--- config.mk ---
export PLATFORM = sky130hd
export DESIGN_NAME = cmd_sequencer_flat
export DESIGN_NICKNAME = d
export VERILOG_FILES = /design/src/rtl/cmd_sequencer_if.sv /design/src/rtl/cmd_sequencer.sv /design/src/flat_wrapper.sv
export SDC_FILE = /design/constraint.sdc
export NUM_CORES = 1
export LEC_CHECK = 0
export ABC_AREA = 1
export ABC_CLOCK_PERIOD_IN_PS = 2100
export BUFFER_PORTS_ARGS = -buffer_cell sky130_fd_sc_hd__buf_2
export CAP_MARGIN = 5
export CORE_MARGIN = 2
export CORE_UTILIZATION = 55
export DETAILED_ROUTE_END_ITERATION = 10
export GPL_TIMING_DRIVEN = 0
export PLACE_DENSITY = 0.8
export SYNTH_ARGS = -nofsm -noshare
export SYNTH_HDL_FRONTEND = slang
export SYNTH_SLANG_ARGS = --single-unit
--- constraint.sdc ---
create_clock -name clk -period 2.1 [get_ports clk]
set_input_delay 0.21 -clock clk [delete_from_list [all_inputs] [get_ports clk]]
set_output_delay 0.21 -clock clk [all_outputs]
set_load 0.03 [all_outputs]
--- src/rtl/cmd_sequencer_if.sv ---
// cmd_sequencer_if: load, run-control and RemoteComm handshake signals of the command sequencer
interface cmd_sequencer_if #(parameter int DEPTH = 16);
  localparam int IW = $clog2(DEPTH);
  logic          load_en;
  logic [IW-1:0] load_addr;
  logic [15:0]   load_data;
  logic [IW:0]   num_cmds;
  logic          start;
  logic          cmd_sent;
  logic          resp_rdy;
  logic [7:0]    resp;
  logic [15:0]   cmd;
  logic          send_cmd;
  logic          busy;
  logic          done;
  logic          err;
  logic [1:0]    err_code;
  logic [IW-1:0] err_idx;
  logic [IW-1:0] cur_idx;
  modport master (output load_en, load_addr, load_data, num_cmds, start, cmd_sent, resp_rdy, resp,
                  input cmd, send_cmd, busy, done, err, err_code, err_idx, cur_idx);
  modport slave (input load_en, load_addr, load_data, num_cmds, start, cmd_sent, resp_rdy, resp,
                 output cmd, send_cmd, busy, done, err, err_code, err_idx, cur_idx);
endinterface

--- src/rtl/cmd_sequencer.sv ---
// cmd_sequencer: replays a loadable table of commands into RemoteComm and checks each acknowledge
module cmd_sequencer #(
  parameter int DEPTH = 16,
  parameter int TIMEOUT = 2560000,
  parameter logic [7:0] ACK = 8'hA5
) (
  input logic clk,
  input logic rst,
  cmd_sequencer_if.slave bus
);
  localparam int IW = $clog2(DEPTH);
  localparam int NW = IW + 1;
  localparam int CW = $clog2(TIMEOUT + 1);
  typedef enum logic [2:0] {IDLE, LOAD, SEND, WAIT_SENT, WAIT_RESP, CHECK, DONE, ERR} state_t;
  state_t state, state_n;
  logic [15:0] mem [DEPTH];
  logic [NW-1:0] n_lat;
  logic [CW-1:0] cnt;
  logic [7:0] resp_q;
  logic [1:0] code_n;
  logic sent_q, rdy_q, sent_rise, rdy_rise, go, last, expired;
  assign sent_rise = bus.cmd_sent & ~sent_q;
  assign rdy_rise = bus.resp_rdy & ~rdy_q;
  assign go = bus.start & (state == IDLE || state == DONE || state == ERR);
  assign last = {1'b0, bus.cur_idx} == n_lat - 1'b1;
  assign expired = cnt == CW'(TIMEOUT - 1);
  assign bus.send_cmd = state == SEND;
  assign bus.busy = state inside {LOAD, SEND, WAIT_SENT, WAIT_RESP, CHECK};
  assign bus.done = state == DONE;
  assign bus.err = state == ERR;
  always_comb begin
    state_n = state;
    code_n = 2'b00;
    case (state)
      IDLE, DONE, ERR: if (go) state_n = bus.num_cmds == '0 ? DONE : LOAD;
      LOAD: state_n = SEND;
      SEND: state_n = WAIT_SENT;
      WAIT_SENT: begin
        code_n = 2'b01;
        // a response that overtakes cmd_sent also proves the command went out
        state_n = rdy_rise ? CHECK : sent_rise ? WAIT_RESP : expired ? ERR : WAIT_SENT;
      end
      WAIT_RESP: begin
        code_n = 2'b10;
        state_n = rdy_rise ? CHECK : expired ? ERR : WAIT_RESP;
      end
      CHECK: begin
        code_n = 2'b11;
        state_n = resp_q != ACK ? ERR : last ? DONE : LOAD;
      end
      default: state_n = IDLE;
    endcase
  end
  always_ff @(posedge clk) if (state == IDLE && bus.load_en) mem[bus.load_addr] <= bus.load_data;
  always_ff @(posedge clk or posedge rst)
    if (rst) begin
      state <= IDLE;
      bus.cmd <= '0;
      bus.cur_idx <= '0;
      bus.err_code <= '0;
      bus.err_idx <= '0;
      n_lat <= '0;
      cnt <= '0;
      resp_q <= '0;
      sent_q <= 1'b0;
      rdy_q <= 1'b0;
    end else begin
      state <= state_n;
      sent_q <= bus.cmd_sent;
      rdy_q <= bus.resp_rdy;
      cnt <= state_n != state ? '0 : cnt == CW'(TIMEOUT) ? cnt : cnt + 1'b1;
      if (state == LOAD) bus.cmd <= mem[bus.cur_idx];
      if ((state == WAIT_SENT || state == WAIT_RESP) && rdy_rise) resp_q <= bus.resp;
      if (go) begin
        bus.cur_idx <= '0;
        n_lat <= bus.num_cmds > NW'(DEPTH) ? NW'(DEPTH) : bus.num_cmds;
        bus.err_code <= '0;
      end
      if (state == CHECK && state_n == LOAD) bus.cur_idx <= bus.cur_idx + 1'b1;
      if (state_n == ERR && state != ERR) begin
        bus.err_code <= code_n;
        bus.err_idx <= bus.cur_idx;
      end
    end
endmodule

--- src/flat_wrapper.sv ---
// flat-port wrapper written by rule: the top's interface ports become plain ports
module cmd_sequencer_flat 
#(
  parameter int DEPTH = 16,
  parameter int TIMEOUT = 2560000,
  parameter logic [7:0] ACK = 8'hA5
)
  (clk, rst, bus_load_en, bus_load_addr, bus_load_data, bus_num_cmds, bus_start, bus_cmd_sent, bus_resp_rdy, bus_resp, bus_cmd, bus_send_cmd, bus_busy, bus_done, bus_err, bus_err_code, bus_err_idx, bus_cur_idx);
  cmd_sequencer_if #(.DEPTH(DEPTH)) bus_i ();
  input logic clk;
  input logic rst;
  input wire logic [$bits(bus_i.load_en)-1:0] bus_load_en;
  input wire logic [$bits(bus_i.load_addr)-1:0] bus_load_addr;
  input wire logic [$bits(bus_i.load_data)-1:0] bus_load_data;
  input wire logic [$bits(bus_i.num_cmds)-1:0] bus_num_cmds;
  input wire logic [$bits(bus_i.start)-1:0] bus_start;
  input wire logic [$bits(bus_i.cmd_sent)-1:0] bus_cmd_sent;
  input wire logic [$bits(bus_i.resp_rdy)-1:0] bus_resp_rdy;
  input wire logic [$bits(bus_i.resp)-1:0] bus_resp;
  output wire logic [$bits(bus_i.cmd)-1:0] bus_cmd;
  output wire logic [$bits(bus_i.send_cmd)-1:0] bus_send_cmd;
  output wire logic [$bits(bus_i.busy)-1:0] bus_busy;
  output wire logic [$bits(bus_i.done)-1:0] bus_done;
  output wire logic [$bits(bus_i.err)-1:0] bus_err;
  output wire logic [$bits(bus_i.err_code)-1:0] bus_err_code;
  output wire logic [$bits(bus_i.err_idx)-1:0] bus_err_idx;
  output wire logic [$bits(bus_i.cur_idx)-1:0] bus_cur_idx;
  assign bus_i.load_en = bus_load_en;
  assign bus_i.load_addr = bus_load_addr;
  assign bus_i.load_data = bus_load_data;
  assign bus_i.num_cmds = bus_num_cmds;
  assign bus_i.start = bus_start;
  assign bus_i.cmd_sent = bus_cmd_sent;
  assign bus_i.resp_rdy = bus_resp_rdy;
  assign bus_i.resp = bus_resp;
  assign bus_cmd = bus_i.cmd;
  assign bus_send_cmd = bus_i.send_cmd;
  assign bus_busy = bus_i.busy;
  assign bus_done = bus_i.done;
  assign bus_err = bus_i.err;
  assign bus_err_code = bus_i.err_code;
  assign bus_err_idx = bus_i.err_idx;
  assign bus_cur_idx = bus_i.cur_idx;
  cmd_sequencer #(.DEPTH(DEPTH), .TIMEOUT(TIMEOUT), .ACK(ACK)) u_core (.clk(clk), .rst(rst), .bus(bus_i));
endmodule
# Word level (Yosys, flattened, before mapping)
# Memory sizes are Yosys's and may differ from the RTL's. A register that Yosys moved wholly into a read port is not among the register bits.
# Cells that the tools add are included.
# word_totals
register_bits	50
n_memories	1
ramBits	256
output_inout_bits	30
# classes
n_eq_ne	16
n_reduce_logical	13
n_lt_le_gt_ge	1
muxes	20
addsub	3
bitwise_logic	5
# memory_table
name	words	word_bits	rd	rd_clocked_by_memory_dff	wr	line_no	text
u_core.mem	16	16	1	1	1	cmd_sequencer.sv:16	logic [15:0] mem [DEPTH];
# ops
op	count
$eq 22x22->1 const B	2
$mux 22	2
$mux 3	8
$add 22x1->22 const B	1
$pmux 3 s6	1
$eq 3x3->1 const B	5
$mux 4	2
$ne 8x8->1 const B	1
$eq 3x1->1 const B	2
$eq 3x2->1 const B	2
$mux 2	3
$pmux 2 s3	1
$eq 4x5->1	1
$gt 5x5->1 const B	1
$logic_not 5->1	1
$mux 5	1
$reduce_bool 5->1	1
$sub 5x1->5 const B	1
$add 4x1->4 const B	1
$logic_and 1x1->1	4
$reduce_bool 2->1	2
$and 1x1->1	3
$logic_not 3->1	1
$logic_or 1x1->1	3
6 further kinds	8

# Logic depth before layout (Yosys ltp)
# Gate-level depths: netlist (run 1).
# depth
ltp_word	9
mapped_depth	18
mapped_depth_nobuf	17

# Worst setup path after synthesis (run 1)
# OpenSTA, ideal clock, no wires.
# synth_timing
kind	register to register
from	register u_core.state[2]
to	memory u_core.mem[10][0] (enable)
t_required_ps	1712
path_buffers	1
slack_ps	21
arrival_ps	1691
period_less_slack_ps	2079
path_stages_with_launch	7
path_cell_list	dfrtp_1 -> buf_4 -> inv_2 -> nand2_1 -> nor2_1 -> nand3_1 -> nor2_1
# synth_between
elab_chain_cells	4
# synth_lines
item	line_no	text
start, declared	cmd_sequencer.sv:15	state_t state, state_n;
start signal, assigned	cmd_sequencer.sv:68	state <= state_n;
$logic_not 3->1	cmd_sequencer.sv:54	always_ff @(posedge clk) if (state == IDLE && bus.load_en) mem[bus.load_addr] <= bus.load_data;
$logic_and 1x1->1	cmd_sequencer.sv:54	
$mux 1	cmd_sequencer.sv:54	
$mux 1 (not written as such)	cmd_sequencer.sv:54	
end, declared	cmd_sequencer.sv:16	
# No other way between the ends.

# Worst setup path in the final report (run 1)
# layout_timing
from	register u_core.n_lat[1]
to	register u_core.cnt[14]
# layout_between
elab_chain_cells	7
word_cells_on_any_way	8
cone_classes	add/sub: 1; eq/ne: 3; mux: 4
# layout_lines
item	line_no	text
start, declared	cmd_sequencer.sv:17	logic [NW-1:0] n_lat;
start signal, assigned	cmd_sequencer.sv:76	n_lat <= bus.num_cmds > NW'(DEPTH) ? NW'(DEPTH) : bus.num_cmds;
$sub 5x1->5 (*)	cmd_sequencer.sv:25	assign last = {1'b0, bus.cur_idx} == n_lat - 1'b1;
$eq 4x5->1 (*)	cmd_sequencer.sv:25	
$mux 3 (*) (2 in series)	cmd_sequencer.sv:49	state_n = resp_q != ACK ? ERR : last ? DONE : LOAD;
$pmux 3 s6 (*)	cmd_sequencer.sv:34	case (state)
named net u_core.state_n[2]	cmd_sequencer.sv:15	
$ne 3x3->1 (*)	cmd_sequencer.sv:71	cnt <= state_n != state ? '0 : cnt == CW'(TIMEOUT) ? cnt : cnt + 1'b1;
$ne 2x1->1 (no source line) or $mux 22 (tied branches)	n/a	
end signal, assigned	cmd_sequencer.sv:71	
end, declared	cmd_sequencer.sv:18	logic [CW-1:0] cnt;
# Mark *: on every way through the listed nets, which the timed path passes. The rest lies on a longest branch.
# A chain may end at the register's enable or synchronous reset.

==> impl_metrics.tcl, run 1 <==
set metrics [dict create \
    dieArea_sq_um 25400 \
    routed_via_density 6.17 \
    drc_errors 0 \
    htreeDepth 1 \
    core-area_sq_um 23600 \
    irDropWorstVdd_mv 0.863 \
    grt_overflow_total 0 \
    ys_ff_latch 322 \
    gr-max-usage-layer "met2" \
    chipWidth_um 159 \
    design.portCount 69 \
    yosysTopAreaCell "edfxtp_1" \
    cts.clk_slew.worst_paths_ns 0.06 \
    synth-edff-count 256 \
    min_period_ns 2.22 \
    setup_viol 27 \
    grt_usage 0.295 \
    place_inst 1519 \
    finalHoldViolations 0 \
    antenna_left 0 \
    synthFlopType "edfxtp_1" \
    wl_per_cell_um 23.4 \
    worst-path-max-fanout 5 \
    hp-start "bus_load_data[2]" \
    hold_class "in2reg" \
    layout-drive-gt1-share 0.241 \
    finalWorstSetupSlack_ns -0.115 \
    critPathKind "reg2reg" \
    syn-cell-area_sq_um 13300 \
    diodes 0 \
    slew_violations 0 \
    critPathLaunchType "register" \
    dp_hpwl_um 23300 \
    grt_pass1_wl_um 57100 \
    area_growth_pct 23.9 \
    first_global_vias 10200 \
    clkLatencyLatePin_ns 0.59 \
    synthesis.area_per_instance_sq_um 11.9 \
    holdWs_ns 0.0106 \
    syn_nets 1159 \
    dp_slack_ns -0.604 \
    clockBufferDepth 3 \
    worstReg2RegStart "u_core.n_lat[1]" \
    synth_cell_types 39 \
    p_leak_nw 6.07 \
    gp_congestion 0.873 \
    crit_arrival_ns 2.73 \
    worstSetupStartpoint "u_core.n_lat[1]" \
    synth-warning-count 0 \
    rsz0062_at_grt "yes" \
    num_vias 10100 \
    p_per_area_nw_per_um2 1200 \
    setup_tns_ns -2.59 \
    dr.pass1.iters 5 \
    antenna_found_initial 0 \
    cts_made_buffers 31 \
    start_util 0.562 \
    max-cap-violations 0 \
    maxClockFrequency_ghz 0.451 \
    cts_root_buf "clkbuf_16" \
    finalPower_mw 19.7 \
    stdcell_count 1634 \
    end_kind "register" \
    r2r_end "u_core.cnt[14]" \
    grtUsageMet1 0.371 \
    routed_wl_um 38200 \
    grt_max_degree 67 \
    cp.required_ns 2.61 \
    status "finished with violations" \
    die_h_um 159 \
    reg2reg_setup_slack_ns -0.12 \
    failed_checks "setup timing" \
    synth.area.top_cells "edfxtp_1 (58%), dfrtp_1 (12%), nor2_1 (4.9%)" \
    hold_end "u_core.mem[5][2]" \
    syn_inst 1116 \
    netlist.area_leader.share 0.579 \
    synth-seq-area-share 0.704 \
    whs_path_depth 1 \
    cts_sinks 322 \
    finalCritPeriodShare 1.05 \
    cts_tree "done" \
    tightest_slew_ns 0.893 \
    relSlewSlack 0.405 \
    synthArstFlopShare 0.205 \
    drt_iter0_markers 1479 \
    grt_use_met2 0.503 \
    row_count 56 \
    io_buffer_count 68 \
    fin_skew_ns 0.0162 \
    met3_usage 0.0602 \
    r2r_cells 18 \
    fin_nets 1333 \
]
[placed cells by master (no fill, tap or decap), drive strengths merged, types with 34 or more instances in the layout]
cell    synthesis  layout
nand2         155     155
o221ai         34      34
o22ai          44      44
o21ai         131     131
nand3          37      38
buf            10     133
nor2          198     198
dfrtp          66      66
edfxtp        256     256
clkbuf         46      89
inv            49      51
[cell families (layout without fill, tap and decap cells)]
| group | after synthesis | count (layout) | share of synthesized area |
|---|---|---|---|
| compound gates | 256 | 256 | 0.114 |
| xor+xnor | 21 | 21 | 0.0139 |
| fa+ha+maj | 4 | 4 | 0.00377 |
| buf+inv | 107 | 305 | 0.0322 |
| flops | 322 | 322 | 0.704 |
| mux | 7 | 7 | 0.00584 |
| simple gates | 399 | 400 | 0.127 |
[cells in the mapped netlist, types with 3 or more instances]
master	instances
a21o_1	9
nor2_1	174
nand2_1	153
inv_2	4
nand4_1	5
a21oi_1	27
o21ai_0	119
nand3_1	31
o21ai_1	11
clkbuf_1	46
a2bb2oi_1	3
nor2_2	23
inv_1	45
xor2_1	10
nand3_2	5
o221ai_1	34
mux2_2	6
ha_1	4
dfrtp_1	66
a31oi_1	7
o22ai_1	44
edfxtp_1	256
xnor2_1	11
buf_2	5
[area by class of cell]
cell class	count	area [sq um]
clock inverters	14	171
flip-flops and latches	322	9340
inverters	51	203
well taps	319	399
fillers	1546	7170
clock buffers	44	895
multi-input cells	688	3860
repair buffers	140	1230
plain buffers	56	338
[worst max-delay path by stage]
stage,end,depth (start not counted),slack (ns)
6_report,u_core.cnt[14],18,-0.12
3_5_place_dp,u_core.mem[8][6],6,-0.60
3_3_place_gp,u_core.mem[0][12],6,-1.17
2_1_floorplan,u_core.mem[10][0],6,0.02
5_1_grt,u_core.cnt[8],17,-0.26
4_1_cts,u_core.cnt[9],19,-0.07
[routing by layer]
layer / wire length (um) / part of all wire / vias up
met1: 13200 / 0.35 / 4809
met5: 0 / 0 / -
met2: 18800 / 0.49 / 777
li1: - / - / 4350
met4: 1610 / 0.042 / 0
met3: 4600 / 0.12 / 149
[stage by stage]
stage               area, sq um  utilization
finish                    16400        0.696
global route              16400        0.696
CTS                       16200        0.686
detailed placement        14300        0.606
global placement          14000        0.593
floorplan                 13300            -
[state kept, by name (all words and copies together), names as in the netlist]
register and cells:
u_core.rdy_q 1, u_core.sent_q 1, u_core.bus.err_idx 4, u_core.bus.err_code 2
u_core.bus.cur_idx 4, u_core.cnt 22, u_core.bus.cmd 16, u_core.n_lat 5
u_core.state 3, u_core.resp_q 8, u_core.mem 256
[timing repair]
item | CTS | global route
cloned | 3 | 0
pin swaps | 18 | 10
setup endpoints to repair | 304 | 139
setup buffers | 26 | 11
hold endpoints to repair | 97 | 0
hold buffers | 17 | 0
resized for setup | 91 | 70
[worst max-delay path, stage by stage, from the launching register on]
cell       delay, ns
dfrtp_1         0.42
inv_2           0.10
ha_4            0.21
nand2_2         0.07
inv_2           0.04
nor2_2          0.09
nand2_1         0.06
nor2_1          0.08
nand3_1         0.08
nand2_1         0.08
nand2_2         0.08
nand2_2         0.11
nand2_4         0.07
inv_2           0.06
nand2_2         0.04
nand2_2         0.08
nand3_4         0.09
bufbuf_16       0.29
nor2_2          0.07
[where the power goes]
part	internal [mW]	leakage [nW]	switching, mW
Clock	3.34	0.513	2.42
Sequential	7.30	3.15	0.276
Combinational	2.16	2.40	4.19
Total	12.8	6.07	6.89
Power figures use the tool's default switching activity.
==> run 2: changes to the inputs <==
--- a/config.mk
+++ b/config.mk
@@ -13,7 +13,7 @@
 export CORE_UTILIZATION = 55
 export DETAILED_ROUTE_END_ITERATION = 10
 export GPL_TIMING_DRIVEN = 0
-export PLACE_DENSITY = 0.8
+export PLACE_DENSITY = 0.76
 export SYNTH_ARGS = -nofsm -noshare
 export SYNTH_HDL_FRONTEND = slang
 export SYNTH_SLANG_ARGS = --single-unit
==> impl_metrics.tcl, run 2 (synthesis gave the netlist of run 1 again) <==
set metrics [dict create \
    status "finished with violations" \
    failed_checks "setup timing" \
    r2r_end "u_core.cnt[4]" \
    antenna_left 0 \
    die_h_um 159 \
    p_per_area_nw_per_um2 1180 \
    worstSetupStartpoint "u_core.cnt[1]" \
    final_cell_mix "edfxtp_1 (256), nor2_1 (147), nand2_1 (145)" \
    grt_overflow_total 0 \
    crit_path_top_delay_cell "dfrtp_1" \
    row_count 56 \
    worstReg2RegStart "u_core.cnt[1]" \
    wl_per_cell_um 23.3 \
    fin_nets 1314 \
    hp-start "bus_load_data[4]" \
    irDropWorstVdd_mv 0.914 \
    clkLatencyLatePin_ns 0.58 \
    setup_viol 77 \
    dieArea_sq_um 25400 \
    dr.pass1.iters 6 \
    cts_made_buffers 31 \
    largest_reg_flops 256 \
    path_depth 15 \
    crit_top_cell "nand2_1" \
    cts.clk_slew.worst_paths_ns 0.07 \
    dp_hpwl_um 23300 \
    drc_errors 0 \
    fin_skew_ns 0.0216 \
    grt_max_degree 67 \
    crit_arrival_ns 2.61 \
    rsz0062_at_grt "yes" \
    grt_usage 0.290 \
    layout-drive-gt1-share 0.223 \
    stdcell_count 1615 \
    finalCritPeriodShare 1.03 \
    path_buf_inv 2 \
    antenna_found_initial 0 \
    holdWs_ns 0.0183 \
    worst-path-max-fanout 5 \
    r2r_cells 15 \
    gp_congestion 0.901 \
    intPower_mw 12.4 \
    maxClockFrequency_ghz 0.460 \
    first_global_vias 9926 \
    top_register "u_core.mem" \
    min_period_ns 2.17 \
    cpPeakStageDelay_ns 0.38 \
    place_inst 1519 \
    reg2reg_setup_slack_ns -0.07 \
    slew_violations 0 \
    cts_sinks 322 \
    htreeDepth 1 \
    tightest_slew_ns 0.862 \
    end_kind "register" \
    reg.largest.list "u_core.mem (256), u_core.cnt (22), u_core.bus.cmd (16)" \
    switching_share 0.352 \
    routed_via_density 6.20 \
    cp-endpoint "u_core.cnt[4]" \
    cts_tree "done" \
    cp.required_ns 2.54 \
    p_clk_frac 0.293 \
    cts_root_buf "clkbuf_16" \
    finalPower_mw 19.1 \
    nFillCells 1591 \
    finalHoldViolations 0 \
    area_growth_pct 22.1 \
    combPwrFrac 0.312 \
    finalWorstSetupSlack_ns -0.0717 \
    cp_top_family "simple AND/OR/NAND/NOR gates" \
    mostFrequentLayoutCell "edfxtp_1" \
    routed_wl_um 37700 \
    diodes 0 \
    io_buffer_count 68 \
    core-area_sq_um 23600 \
    chipWidth_um 159 \
    grt_pass1_wl_um 56400 \
    power_frac_seq 0.395 \
    relSlewSlack 0.425 \
    critPathLaunchType "register" \
    hold_class "in2reg" \
    switchingPower_mw 6.74 \
    p_leak_nw 5.95 \
    start_util 0.562 \
    critPathKind "reg2reg" \
    drt_iter0_markers 1571 \
    clockBufferDepth 3 \
    max-cap-violations 0 \
    design.portCount 69 \
    path_cells "ha_2 -> nand2_1 -> nor2_4 -> nand3_4 -> nor2_4 -> nand2_1 -> nand2_1 -> inv_1 -> nand2_1 -> nand2_1 -> nand2_1 -> nand2_1 -> nand3_4 -> buf_8 -> nor2_4" \
    num_vias 10000 \
]
## run 2: cell count changes in the layout (fill, tap and decap cells not counted), moves of 5 or more
cell | previous run | this run
nor2_2 | 19 | 13
buf_4 | 30 | 23
clkinv_2 | 2 | 7
clkinv_1 | 3 | 8
buf_12 | 10 | 4
clkbuf_8 | 7 | 0
nor2_4 | 33 | 38
## run 2: cell type report
class	instances	area, sq um	area share
Buffer	56	343	0.0211
Clock buffer	37	798	0.0492
Clock inverter	21	219	0.0135
Inverter	51	196	0.0121
Multi-Input combinational cell	687	3870	0.239
Sequential cell	322	9340	0.576
Tap cell	319	399	0.0246
Timing Repair Buffer	122	1040	0.0641
## run 2: power groups by stage
| stage | sequential, mW | clock, mW | combinational, mW |
|---|---|---|---|
| after floorplan | 8.00 | 0 | 3.00 |
| after global placement | 7.65 | 0 | 4.85 |
| after detailed placement | 7.65 | 0 | 5.03 |
| after CTS | 7.54 | 5.61 | 5.48 |
| after global routing | 7.59 | 5.89 | 6.38 |
| final | 7.56 | 5.60 | 5.98 |
## run 2: repair_timing
item | in CTS | in global routing
hold buffers | 18 | 0
endpoints found under the setup margin | 285 | 299
resized for setup | 69 | 101
endpoints found under the hold margin | 87 | 0
pin swaps | 10 | 8
gates cloned | 1 | 1
setup buffers | 13 | 5
## run 2: worst min-delay path by stage
stage | cells past startpoint | end | slack (ns)
final | 1 | u_core.mem[7][4] | 0.02
after global routing | 1 | u_core.mem[8][3] | 0.02
after CTS | 1 | u_core.mem[6][4] | 0.006
after detailed placement | 1 | u_core.rdy_q | 0.34
after global placement | 1 | u_core.sent_q | 0.33
after floorplan | 0 | u_core.rdy_q | 0.24
## run 2: per-stage QoR
stage	utilization	setup WS, ns	setup TNS (ns)	cell area, sq um
2_1_floorplan	-	0.0210	0	13300
3_3_place_gp	0.593	-1.08	-298.74	14000
3_5_place_dp	0.607	-0.565	-60.71	14300
4_1_cts	0.673	-0.0987	-5.56	15900
5_1_grt	0.687	-0.204	-8.26	16200
6_report	0.687	-0.0717	-2.79	16200
## run 2: routing by layer
| metal | routed length (um) | vias up | global-route usage |
|---|---|---|---|
| li1 | - | 4304 | - |
| met1 | 13600 | 4801 | 0.367 |
| met2 | 18100 | 743 | 0.481 |
| met3 | 4140 | 164 | 0.0620 |
| met4 | 1840 | 0 | 0.133 |
| met5 | 0 | - | 0 |
